==> src/rtl/fp_acc_seq_ctrl_if.sv <==
`default_nettype none
// +--------------------------------------------------------------------------+
// | Module   : fp_acc_seq_ctrl_if                                            |
// | Brief    : Operand stream, adder-side and result stream signals of the   |
// |            fp_acc sequencer, bundled with master/slave views.            |
// | Revision : 1.0  initial release                                          |
// +--------------------------------------------------------------------------+
interface fp_acc_seq_ctrl_if #(
   parameter int CNT_W = 9
);
   // operand stream
   logic             in_valid;
   logic             in_ready;
   logic [63:0]      in_data;
   logic             in_last;
   logic [1:0]       in_mode;
   // external combinational adder
   logic [63:0]      acc_a;
   logic [63:0]      acc_b;
   logic [1:0]       acc_mode;
   logic [63:0]      acc_r;
   // result stream
   logic             out_valid;
   logic             out_ready;
   logic [63:0]      out_data;
   logic [CNT_W-1:0] out_count;

   // environment side: operand source, adder, result sink
   modport master (
      output in_valid, in_data, in_last, in_mode, acc_r, out_ready,
      input  in_ready, acc_a, acc_b, acc_mode, out_valid, out_data, out_count
   );

   // sequencer side
   modport slave (
      input  in_valid, in_data, in_last, in_mode, acc_r, out_ready,
      output in_ready, acc_a, acc_b, acc_mode, out_valid, out_data, out_count
   );
endinterface
`default_nettype wire

==> src/rtl/fp_acc_seq_ctrl.sv <==
`default_nettype none
// +--------------------------------------------------------------------------+
// | Module   : fp_acc_seq_ctrl                                               |
// | Brief    : Burst sequencer around an external combinational fp_acc      |
// |            adder. Feeds running sum and operand to the adder, captures  |
// |            its result each accepted beat and emits one sum per burst.   |
// | Options  : FP_ACC_SEQ_OVF_FLAG_EN adds out_ovf (exponent all-ones seen   |
// |            on any beat of the emitted burst).                            |
// | Revision : 1.0  initial release                                          |
// +--------------------------------------------------------------------------+
module fp_acc_seq_ctrl #(
   parameter int MAX_BEATS = 256,
   parameter int CNT_W     = 9
) (
   input  logic             clk,
   input  logic             rst,
`ifdef FP_ACC_SEQ_OVF_FLAG_EN
   output logic             out_ovf,
`endif
   fp_acc_seq_ctrl_if.slave bus
);

   typedef enum logic [1:0] {
      IDLE = 2'd0,
      ACC  = 2'd1,
      OUT  = 2'd2
   } state_t;

   localparam logic [CNT_W-1:0] c_max_beats = CNT_W'(MAX_BEATS);

   state_t           state_q, state_d;
   logic [63:0]      sum_q, sum_d;
   logic [CNT_W-1:0] count_q, count_d;
   logic [1:0]       mode_q, mode_d;
   logic [63:0]      out_data_q, out_data_d;
   logic [CNT_W-1:0] out_count_q, out_count_d;

   logic             fire;
   logic             burst_end;
   logic [CNT_W-1:0] count_inc;
   logic [1:0]       acc_mode;

   // Handshakes and adder drive; the first beat uses in_mode directly since
   // the mode register is only loaded on that same edge
   always_comb begin
      bus.in_ready  = (state_q != OUT) && !rst;
      bus.out_valid = (state_q == OUT);
      acc_mode      = (state_q == IDLE) ? bus.in_mode : mode_q;
      bus.acc_mode  = acc_mode;
      bus.acc_a     = sum_q;
      bus.acc_b     = bus.in_data;
      bus.out_data  = out_data_q;
      bus.out_count = out_count_q;
      fire          = bus.in_valid && bus.in_ready;
      count_inc     = count_q + 1'b1;
      // in_last and the beat cap coincide into a single end-of-burst event
      burst_end     = fire && (bus.in_last || (count_inc == c_max_beats));
   end

   // Next-state: accumulate accepted beats, close the burst, drain the result
   always_comb begin
      state_d     = state_q;
      sum_d       = sum_q;
      count_d     = count_q;
      mode_d      = mode_q;
      out_data_d  = out_data_q;
      out_count_d = out_count_q;
      case (state_q)
         IDLE, ACC: begin
            if (fire) begin
               sum_d   = bus.acc_r;
               count_d = count_inc;
               if (state_q == IDLE) begin
                  mode_d  = bus.in_mode;
                  state_d = ACC;
               end
               if (burst_end) begin
                  out_data_d  = bus.acc_r;
                  out_count_d = count_inc;
                  state_d     = OUT;
               end
            end
         end
         OUT: begin
            if (bus.out_ready) begin
               state_d = IDLE;
               sum_d   = '0;
               count_d = '0;
            end
         end
         default: begin
            state_d = IDLE;
            sum_d   = '0;
            count_d = '0;
         end
      endcase
   end

   // State and datapath registers; reset drops any partial burst
   always_ff @(posedge clk) begin
      if (rst) begin
         state_q     <= IDLE;
         sum_q       <= '0;
         count_q     <= '0;
         mode_q      <= '0;
         out_data_q  <= '0;
         out_count_q <= '0;
      end else begin
         state_q     <= state_d;
         sum_q       <= sum_d;
         count_q     <= count_d;
         mode_q      <= mode_d;
         out_data_q  <= out_data_d;
         out_count_q <= out_count_d;
      end
   end

`ifdef FP_ACC_SEQ_OVF_FLAG_EN
   logic exp_all_ones;
   logic ovf_q, ovf_d;
   logic out_ovf_q, out_ovf_d;

   // Exponent field of the adder result is all ones for the active mode
   always_comb begin
      exp_all_ones = 1'b0;
      case (acc_mode)
         2'b00:   exp_all_ones = &bus.acc_r[14:10];
         2'b01:   exp_all_ones = &bus.acc_r[30:23];
         2'b10:   exp_all_ones = &bus.acc_r[62:52];
         default: exp_all_ones = 1'b0;
      endcase
   end

   // Sticky within the burst, snapshotted at burst end, cleared on drain
   always_comb begin
      ovf_d     = ovf_q;
      out_ovf_d = out_ovf_q;
      if (fire) begin
         ovf_d = ovf_q | exp_all_ones;
         if (burst_end) begin
            out_ovf_d = ovf_q | exp_all_ones;
         end
      end
      if ((state_q == OUT) && bus.out_ready) begin
         ovf_d     = 1'b0;
         out_ovf_d = 1'b0;
      end
   end

   // Overflow flag registers
   always_ff @(posedge clk) begin
      if (rst) begin
         ovf_q     <= 1'b0;
         out_ovf_q <= 1'b0;
      end else begin
         ovf_q     <= ovf_d;
         out_ovf_q <= out_ovf_d;
      end
   end

   assign out_ovf = out_ovf_q;
`endif

endmodule
`default_nettype wire

==> src/flat_wrapper.sv <==
// flat-port wrapper written by rule: the top's interface ports become plain ports
module fp_acc_seq_ctrl_flat 
#(
   parameter int MAX_BEATS = 256,
   parameter int CNT_W     = 9
)
  (clk, rst, bus_in_valid, bus_in_data, bus_in_last, bus_in_mode, bus_acc_r, bus_out_ready, bus_in_ready, bus_acc_a, bus_acc_b, bus_acc_mode, bus_out_valid, bus_out_data, bus_out_count);
  fp_acc_seq_ctrl_if #(.CNT_W(CNT_W)) bus_i ();
  input  logic clk;
  input  logic rst;
  input wire logic [$bits(bus_i.in_valid)-1:0] bus_in_valid;
  input wire logic [$bits(bus_i.in_data)-1:0] bus_in_data;
  input wire logic [$bits(bus_i.in_last)-1:0] bus_in_last;
  input wire logic [$bits(bus_i.in_mode)-1:0] bus_in_mode;
  input wire logic [$bits(bus_i.acc_r)-1:0] bus_acc_r;
  input wire logic [$bits(bus_i.out_ready)-1:0] bus_out_ready;
  output wire logic [$bits(bus_i.in_ready)-1:0] bus_in_ready;
  output wire logic [$bits(bus_i.acc_a)-1:0] bus_acc_a;
  output wire logic [$bits(bus_i.acc_b)-1:0] bus_acc_b;
  output wire logic [$bits(bus_i.acc_mode)-1:0] bus_acc_mode;
  output wire logic [$bits(bus_i.out_valid)-1:0] bus_out_valid;
  output wire logic [$bits(bus_i.out_data)-1:0] bus_out_data;
  output wire logic [$bits(bus_i.out_count)-1:0] bus_out_count;
  assign bus_i.in_valid = bus_in_valid;
  assign bus_i.in_data = bus_in_data;
  assign bus_i.in_last = bus_in_last;
  assign bus_i.in_mode = bus_in_mode;
  assign bus_i.acc_r = bus_acc_r;
  assign bus_i.out_ready = bus_out_ready;
  assign bus_in_ready = bus_i.in_ready;
  assign bus_acc_a = bus_i.acc_a;
  assign bus_acc_b = bus_i.acc_b;
  assign bus_acc_mode = bus_i.acc_mode;
  assign bus_out_valid = bus_i.out_valid;
  assign bus_out_data = bus_i.out_data;
  assign bus_out_count = bus_i.out_count;
  fp_acc_seq_ctrl #(.MAX_BEATS(MAX_BEATS), .CNT_W(CNT_W)) u_core (.clk(clk), .rst(rst), .bus(bus_i));
endmodule
==> config.mk <==
export PLATFORM = sky130hd
export DESIGN_NAME = fp_acc_seq_ctrl_flat
export DESIGN_NICKNAME = d
export VERILOG_FILES = /design/src/rtl/fp_acc_seq_ctrl_if.sv /design/src/rtl/fp_acc_seq_ctrl.sv /design/src/flat_wrapper.sv
export SDC_FILE = /design/constraint.sdc
export NUM_CORES = 1
export LEC_CHECK = 0
export ABC_AREA = 0
export BUFFER_PORTS_ARGS = -buffer_cell sky130_fd_sc_hd__buf_2
export CAP_MARGIN = 0
export CORE_AREA = 4 4 131 133
export DETAILED_ROUTE_END_ITERATION = 6
export DIE_AREA = 0 0 135 137
export PLACE_DENSITY = 0.73
export SETUP_SLACK_MARGIN = 0.15
export SLEW_MARGIN = 10
export SYNTH_ARGS = -nofsm -noshare
export SYNTH_HDL_FRONTEND = slang
export SYNTH_SLANG_ARGS = --single-unit
==> constraint.sdc <==
create_clock -name clk -period 3.7 [get_ports clk]
set_input_delay 0.37 -clock clk [delete_from_list [all_inputs] [get_ports clk]]
set_output_delay 0.37 -clock clk [all_outputs]
set_load 0.005 [all_outputs]
==> results.toml, run 1 <==
[outcome]
status = "finished clean"

[power_and_ir_drop]
pwr-share-clk_pct = 44.8
power_density_nw_per_um2 = 518
combPwrFrac_pct = 11.2
seqPwrFrac_pct = 44.0
vdd_drop_max_v = 0.000313
p_int_mw = 2.96
p_sw_share_pct = 25.6
p_total_mw = 3.98
leakage_nw = 3.30
p_switching_mw = 1.02

[die]
dieArea_um2 = 18500
die_h_um = 137
placementRows = 46
chipWidth_um = 135
initial_core_util_pct = 40.6
pin_count = 340
core_area_um2 = 15800

[sta]
min_period_over_period_pct = 64.7
max_slew_margin_pct = 43.3
setup_viol = 0
finalClockSkew_ns = 0.00907
tns_ns = 0
maxSlewViolCount = 0
fmax_mhz = 418
rsz0062_at_grt = "no"
min_period_ns = 2.39
worst_pin_slew_ns = 0.850
hold_viol_final = 0

[worst_setup_path]
crit_chain = "ha_1, and4b_1, a211o_2, buf_12, nand4_1, a21oi_1"
path_depth = 6
cp_top_family = "compound AO/OA/AOI/OAI gates"
critPathCaptureType = "flop"
timing.rr.start = "u_core.count_q[0]"
cp_max_fo = 38
regToRegEndpoint = "u_core.bus.out_data[35]"
crit_type = "flop to flop"
cp_data_required_time_ns = 4.04
critPathCapture = "u_core.bus.out_data[35]"
crit_arrival_ns = 2.74
rr_worst_depth = 6
crit_path_start_kind = "flop"
startpoint = "u_core.count_q[0]"
r2r_setup_slack_ns = 1.31
cpPeakStageDelay_ns = 0.68
critical_path_buf_inv_count = 1
crit_slowest_cell = "a211o_2"

[place]
portBuffers = 211
dp_hpwl_um = 12000
dp_cells = 1012
globalplace.congestion = 0.786
place_area_um2 = 7080

[detailed_routing]
finalWirelength_um = 19000
drc = 0
first_iter_violations = 346
antenna_left = 0
viasPerCell = 5.67
wl_per_cell_um = 18.2
via_count = 5924
drtPass1Iterations = 5

[hold_path]
hp-class = "input pin to flop"

[yosys]
synth.cell_area_um2 = 6430
ys_async_sr_fraction_pct = 0
ys_seq_area_share_pct = 46.7
syn-num-nets = 858
yosysWarnings = 0
yosysUniqueCellTypes = 41
synth_cells = 722
synth_edf_count = 0
ys_ff_latch = 150
syn_area_per_cell_um2 = 8.91
ys.flop_type = "dfxtp_1"

[global_routing]
grt_max_degree = 134
track_usage_pct = 19.9
first_global_vias = 5538
antenna_found_initial = 0
grt-ovfl-total = 0
grt_first_pass_wirelength_um = 29700

[cts]
cts_root_buffer = "clkbuf_16"
cts_sinks = 150
post_cts_buffers = 0
clk_transition_reported_paths_ns = 0.06
cts_tree = "yes"
cts_made_buffers = 17
ctsHoldBuffers = 0
post_cts_resized = 0
clk_latency_ns = 0.42
htreeDepth = 4
cts.path.max_buffers = 2

[final_layout]
finalNetCount = 951
final_cell_count_no_fill = 1044
design_area_um2 = 7680
drive_above_1_share_pct = 31.9
area_delta_synth_final_pct = 19.4
diodes = 0

[flow_run]
maxCapViolCount = 0
==> power by group through the flow <==
stage          Combinational, mW  Clock, mW  Sequential (mW)
2_1_floorplan              0.294          0             1.79
3_3_place_gp               0.446          0             1.78
3_5_place_dp               0.451          0             1.78
4_1_cts                    0.453       1.83             1.75
5_1_grt                    0.495       1.90             1.76
6_report                   0.445       1.78             1.75
==> per-stage QoR <==
stage               util [%]  setup WS (ns)  hold WS (ns)
floorplan                  -           1.79         0.434
global placement        44.7           1.42         0.445
detailed placement      44.7           1.33         0.448
CTS                     48.5           1.31         0.200
global route            48.5           1.08         0.195
finish                  48.5           1.31         0.215
==> sequential cells by signal, summed over array words and instances, names as in the netlist <==
| register | count |
|---|---|
| u_core.count_q | 9 |
| u_core.state_q | 2 |
| u_core.bus.acc_a | 64 |
| u_core.bus.out_data | 64 |
| u_core.mode_q | 2 |
| u_core.bus.out_count | 9 |
==> metal layers <==
metal  vias to the layer above  global-route usage [%]  routed length [um]
met3                        47                    6.18                1470
met1                      2851                    24.6                7790
li1                       2795                       -                   -
met5                         -                       0                   0
met4                         0                    8.29                 522
met2                       231                    32.2                9210
==> kinds of logic (layout without fill, tap and decap cells) <==
logic type	count (synthesis)	after routing	synth area share, %
compound gates	241	241	25.1
xor+xnor	4	4	0.545
fa+ha+maj	1	1	0.194
buf+inv	148	254	13.0
flops	150	150	46.7
mux	3	3	0.525
simple gates	175	175	14.0
==> Yosys cell counts (2+ instances only) <==
| master | instances | area [um^2] |
|---|---|---|
| a211oi_1 | 4 | 30.0 |
| a21oi_1 | 81 | 405 |
| a22oi_1 | 65 | 488 |
| a31oi_1 | 4 | 25.0 |
| buf_1 | 9 | 33.8 |
| buf_2 | 21 | 105 |
| buf_4 | 65 | 488 |
| clkbuf_1 | 50 | 188 |
| dfxtp_1 | 150 | 3000 |
| mux2_2 | 3 | 33.8 |
| nand2_1 | 10 | 37.5 |
| nand2b_1 | 2 | 12.5 |
| nand3_1 | 4 | 20.0 |
| nand4_1 | 66 | 413 |
| nor2_1 | 75 | 282 |
| nor2b_1 | 3 | 18.8 |
| nor3_1 | 5 | 25.0 |
| o2111ai_1 | 3 | 26.3 |
| o21a_1 | 3 | 22.5 |
| o21ai_0 | 8 | 40.0 |
| o31ai_1 | 68 | 510 |
| or3_1 | 2 | 12.5 |
| xnor2_1 | 3 | 26.3 |
==> worst register-to-register path, stage by stage, from the launching register on <==
cell     delay (ns)
dfxtp_1        0.41
ha_1           0.33
and4b_1        0.32
a211o_2        0.68
buf_12         0.29
nand4_1        0.13
a21oi_1        0.17
==> how the worst min path moves through the flow <==
stage,cells past startpoint,endpoint,start,slack (ns)
5_1_grt,3,u_core.bus.out_data[25],bus_acc_r[25],0.19
3_5_place_dp,2,u_core.mode_q[0],u_core.mode_q[0],0.45
6_report,3,u_core.bus.out_data[25],bus_acc_r[25],0.21
2_1_floorplan,2,u_core.mode_q[0],u_core.mode_q[0],0.43
3_3_place_gp,2,u_core.mode_q[0],u_core.mode_q[0],0.45
4_1_cts,3,u_core.bus.acc_a[46],bus_acc_r[46],0.20
==> placed cells by master (no fill, tap or decap), drive strengths merged, types with 3 or more instances in the layout <==
master   synthesis  routed
a22oi           65      65
clkbuf          51      18
inv              1       5
a21oi           81      81
o31ai           68      68
o21a             3       3
nand2           10      10
xnor2            3       3
nor2b            3       3
a211oi           5       5
nor3             5       5
clkinv           0       5
o2111ai          3       3
a31oi            4       4
nand3            4       4
buf             96     221
o21ai            8       8
nand4           66      66
nor2            75      75
bufinv           0       3
dfxtp          150     150
mux2             3       3
==> final cells by class <==
type	count	area [um^2]
Clock buffer	18	429
Clock inverter	14	175
Fill cell	1533	8150
Inverter	1	3.75
Multi-Input combinational cell	424	2620
Sequential cell	150	3000
Tap cell	216	270
Timing Repair Buffer	221	1180
Note: power is estimated with default switching activity, not from simulation.
==> run 2: changes to the inputs <==
ABC_AREA = 1   (was 0)
CORE_AREA = 4 4 128 130   (was 4 4 131 133)
DIE_AREA = 0 0 132 134   (was 0 0 135 137)
PLACE_DENSITY = 0.76   (was 0.73)
clock period = 2 ns   (was 3.7 ns; I/O delays follow)
==> run 2 against run 1 <==
Compared with the run above: cell count rose by 8.0%; register-to-register slack got worse by 1.3 ns; cell area rose by 6.7%; largest cell class unchanged; combinational power rose by 75%; non-clock buffer count rose by 25; count of clock-buffer cells in the layout rose by 2; largest power group unchanged.
==> results.toml, run 2 <==
[sta]
setup_viol = 0
min_period_ns = 1.98
min_period_over_period_pct = 99.2
fmax_mhz = 504
worst_pin_slew_ns = 1.04
tns_ns = 0
maxSlewViolCount = 0
max_slew_margin_pct = 30.4
rsz0062_at_grt = "yes"
finalClockSkew_ns = 0.0178
holdWs_ns = 0.0370
hold_viol_final = 0

[place]
globalplace.congestion = 0.831
place_area_um2 = 6730
portBuffers = 211
dp_hpwl_um = 11900
dp_cells = 1074

[worst_setup_path]
cpPeakStageDelay_ns = 0.36
crit_arrival_ns = 2.24
cp_data_required_time_ns = 2.26
path_common_cell = "nand2_2"
critical_path_buf_inv_count = 2
cp_max_fo = 7
cp_top_family = "simple AND/OR/NAND/NOR gates"
crit_type = "flop to flop"
crit_chain = "ha_4, nand2_4, nor2_4, nand2_2, nand2_2, nand2_2, nor2_2, nand3_2, nand2_4, buf_12, nand2_8, clkbuf_16, nand2_2, a21oi_2"
critPathCaptureType = "flop"
crit_path_start_kind = "flop"
crit_slowest_cell = "dfxtp_2"

[detailed_routing]
first_iter_violations = 358
antenna_left = 0
drtPass1Iterations = 4
finalWirelength_um = 19400
via_count = 5753
viasPerCell = 5.10
wl_per_cell_um = 17.2
drc = 0

[cts]
cts_root_buffer = "clkbuf_16"
clk_transition_reported_paths_ns = 0.07
clk_latency_ns = 0.42
cts_tree = "yes"
htreeDepth = 4
cts.path.max_buffers = 2
cts_made_buffers = 17
cts_sinks = 150

[final_layout]
area_delta_synth_final_pct = 36.0
layout_common_cells = "buf_2, nand2_1, dfxtp_1"
fill_cells = 1421
diodes = 0
multiInputGateArea_um2 = 2600
final_cell_count_no_fill = 1128
final_common_cell = "buf_2"
design_area_um2 = 8200
drive_above_1_share_pct = 40.4
finalNetCount = 1063
seq_area_um2 = 3010

[die]
core_area_um2 = 15100
initial_core_util_pct = 39.8
placementRows = 45
pin_count = 340
dieArea_um2 = 17700
die_h_um = 134
chipWidth_um = 132

[yosys]
synth-simple-area-share_pct = 22.8
yosys.area_share.adder_pct = 0.208
synth.most_common_cell = "nand2_1"
synth_commonest_cells = "nand2_1, dfxtp_1, a21oi_1"
syn-num-nets = 915
synth-compound-area-share_pct = 13.3
synth.cell_area_um2 = 6020
yosys.area.top_type = "dfxtp_1"
synth_top_area_share_pct = 49.8
yosysWarnings = 0
yosysUniqueCellTypes = 21
synth_mux_area_share_pct = 0
synth_top_family_by_area = "simple AND/OR/NAND/NOR gates"
ys.flop_type = "dfxtp_1"
synth_cells = 779
ys_ff_latch = 150
syn_area_per_cell_um2 = 7.73
synth_xor_area_share_pct = 0.145
synth_edf_count = 0
ys_seq_area_share_pct = 49.8
ys_async_sr_fraction_pct = 0
synth.area.top_cells = "dfxtp_1, nand2_1, a21oi_1"

[global_routing]
grt_first_pass_wirelength_um = 27200
grt-ovfl-total = 0
first_global_vias = 5241
grt_max_degree = 96
antenna_found_initial = 0
track_usage_pct = 19.1

[flow_run]
maxCapViolCount = 0

[power_and_ir_drop]
p_int_mw = 5.59
combPwrFrac_pct = 10.5
pwr-share-clk_pct = 46.7
leakage_nw = 3.55
seqPwrFrac_pct = 42.8
vdd_drop_max_v = 0.000659
p_switching_mw = 1.81
p_sw_share_pct = 24.5
power_density_nw_per_um2 = 902

[outcome]
status = "finished clean"

[hold_path]
hp-class = "input pin to flop"
run 2: cell count changes after synthesis, moves of 64 or more:
| cell | before | now |
|---|---|---|
| o31ai_1 | 68 | 0 |
| nand4_1 | 66 | 0 |
| nor2_1 | 75 | 11 |
| nand3_1 | 4 | 81 |
| a21oi_1 | 81 | 149 |
| nand2_1 | 10 | 236 |
| a22oi_1 | 65 | 0 |
run 2: final timing paths:
kind | start | endpoint | slack [ns] | cells after the start
hold reg to reg | u_core.bus.acc_a[7] | u_core.bus.acc_a[7] | 0.46 | 2
setup reg to reg | u_core.count_q[1] | u_core.bus.out_data[20] | 0.02 | 14
hold / removal | bus_acc_r[1] | u_core.bus.acc_a[1] | 0.04 | 3
setup / recovery | u_core.count_q[1] | u_core.bus.out_data[20] | 0.02 | 14
run 2: metrics by stage:
stage                     worst slack, ns  power [mW]  utilization, %
after floorplan                     0.330        3.66               -
after global placement             0.0756        3.85            44.5
after detailed placement         0.000683        3.86            44.5
after CTS                           0.138        7.34            49.5
after global routing              -0.0829        7.68            54.1
final                              0.0154        7.40            54.1
run 2: kinds of logic after synthesis:
group | Yosys count
buf+inv | 134
xor+xnor | 1
flops | 150
fa+ha+maj | 1
compound gates | 159
simple gates | 334
run 2: final cells by class:
cell class                      count  share of cell area [%]
Inverter                           16                   0.794
Multi-Input combinational cell    496                    31.7
Clock inverter                     12                    2.29
Timing Repair Buffer              246                    20.2
Clock buffer                       20                    5.45
Sequential cell                   150                    36.7
Tap cell                          188                    2.87
run 2: per-layer routing:
metal	vias to the layer above	GRT usage, %	share of wire (%)
li1	2782	-	-
met1	2692	21.0	38
met2	205	32.4	50
met3	74	7.28	7.8
met4	0	9.86	3.8
met5	-	0	0
run 2: power by group through the flow:
| stage | sequential, mW | combinational (mW) | clock, mW |
|---|---|---|---|
| 2_1_floorplan | 3.23 | 0.424 | 0 |
| 3_3_place_gp | 3.22 | 0.634 | 0 |
| 3_5_place_dp | 3.22 | 0.641 | 0 |
| 4_1_cts | 3.16 | 0.671 | 3.51 |
| 5_1_grt | 3.18 | 0.848 | 3.65 |
| 6_report | 3.17 | 0.777 | 3.45 |
run 2: what timing repair did:
item	4_1_cts	5_1_grt
setup endpoints to repair	71	125
hold buffers	1	0
cloned	1	12
resized for setup	13	119
endpoints found under the hold margin	1	0
pin swaps	1	18
setup buffers	4	4
run 2: worst min-delay path: cells and delay by family:
family / cells / cell delay (ns)
AOI/OAI and AO/OA: 1 / 0.06
buffers and inverters: 1 / 0.10
and+or+nand+nor: 1 / 0.05
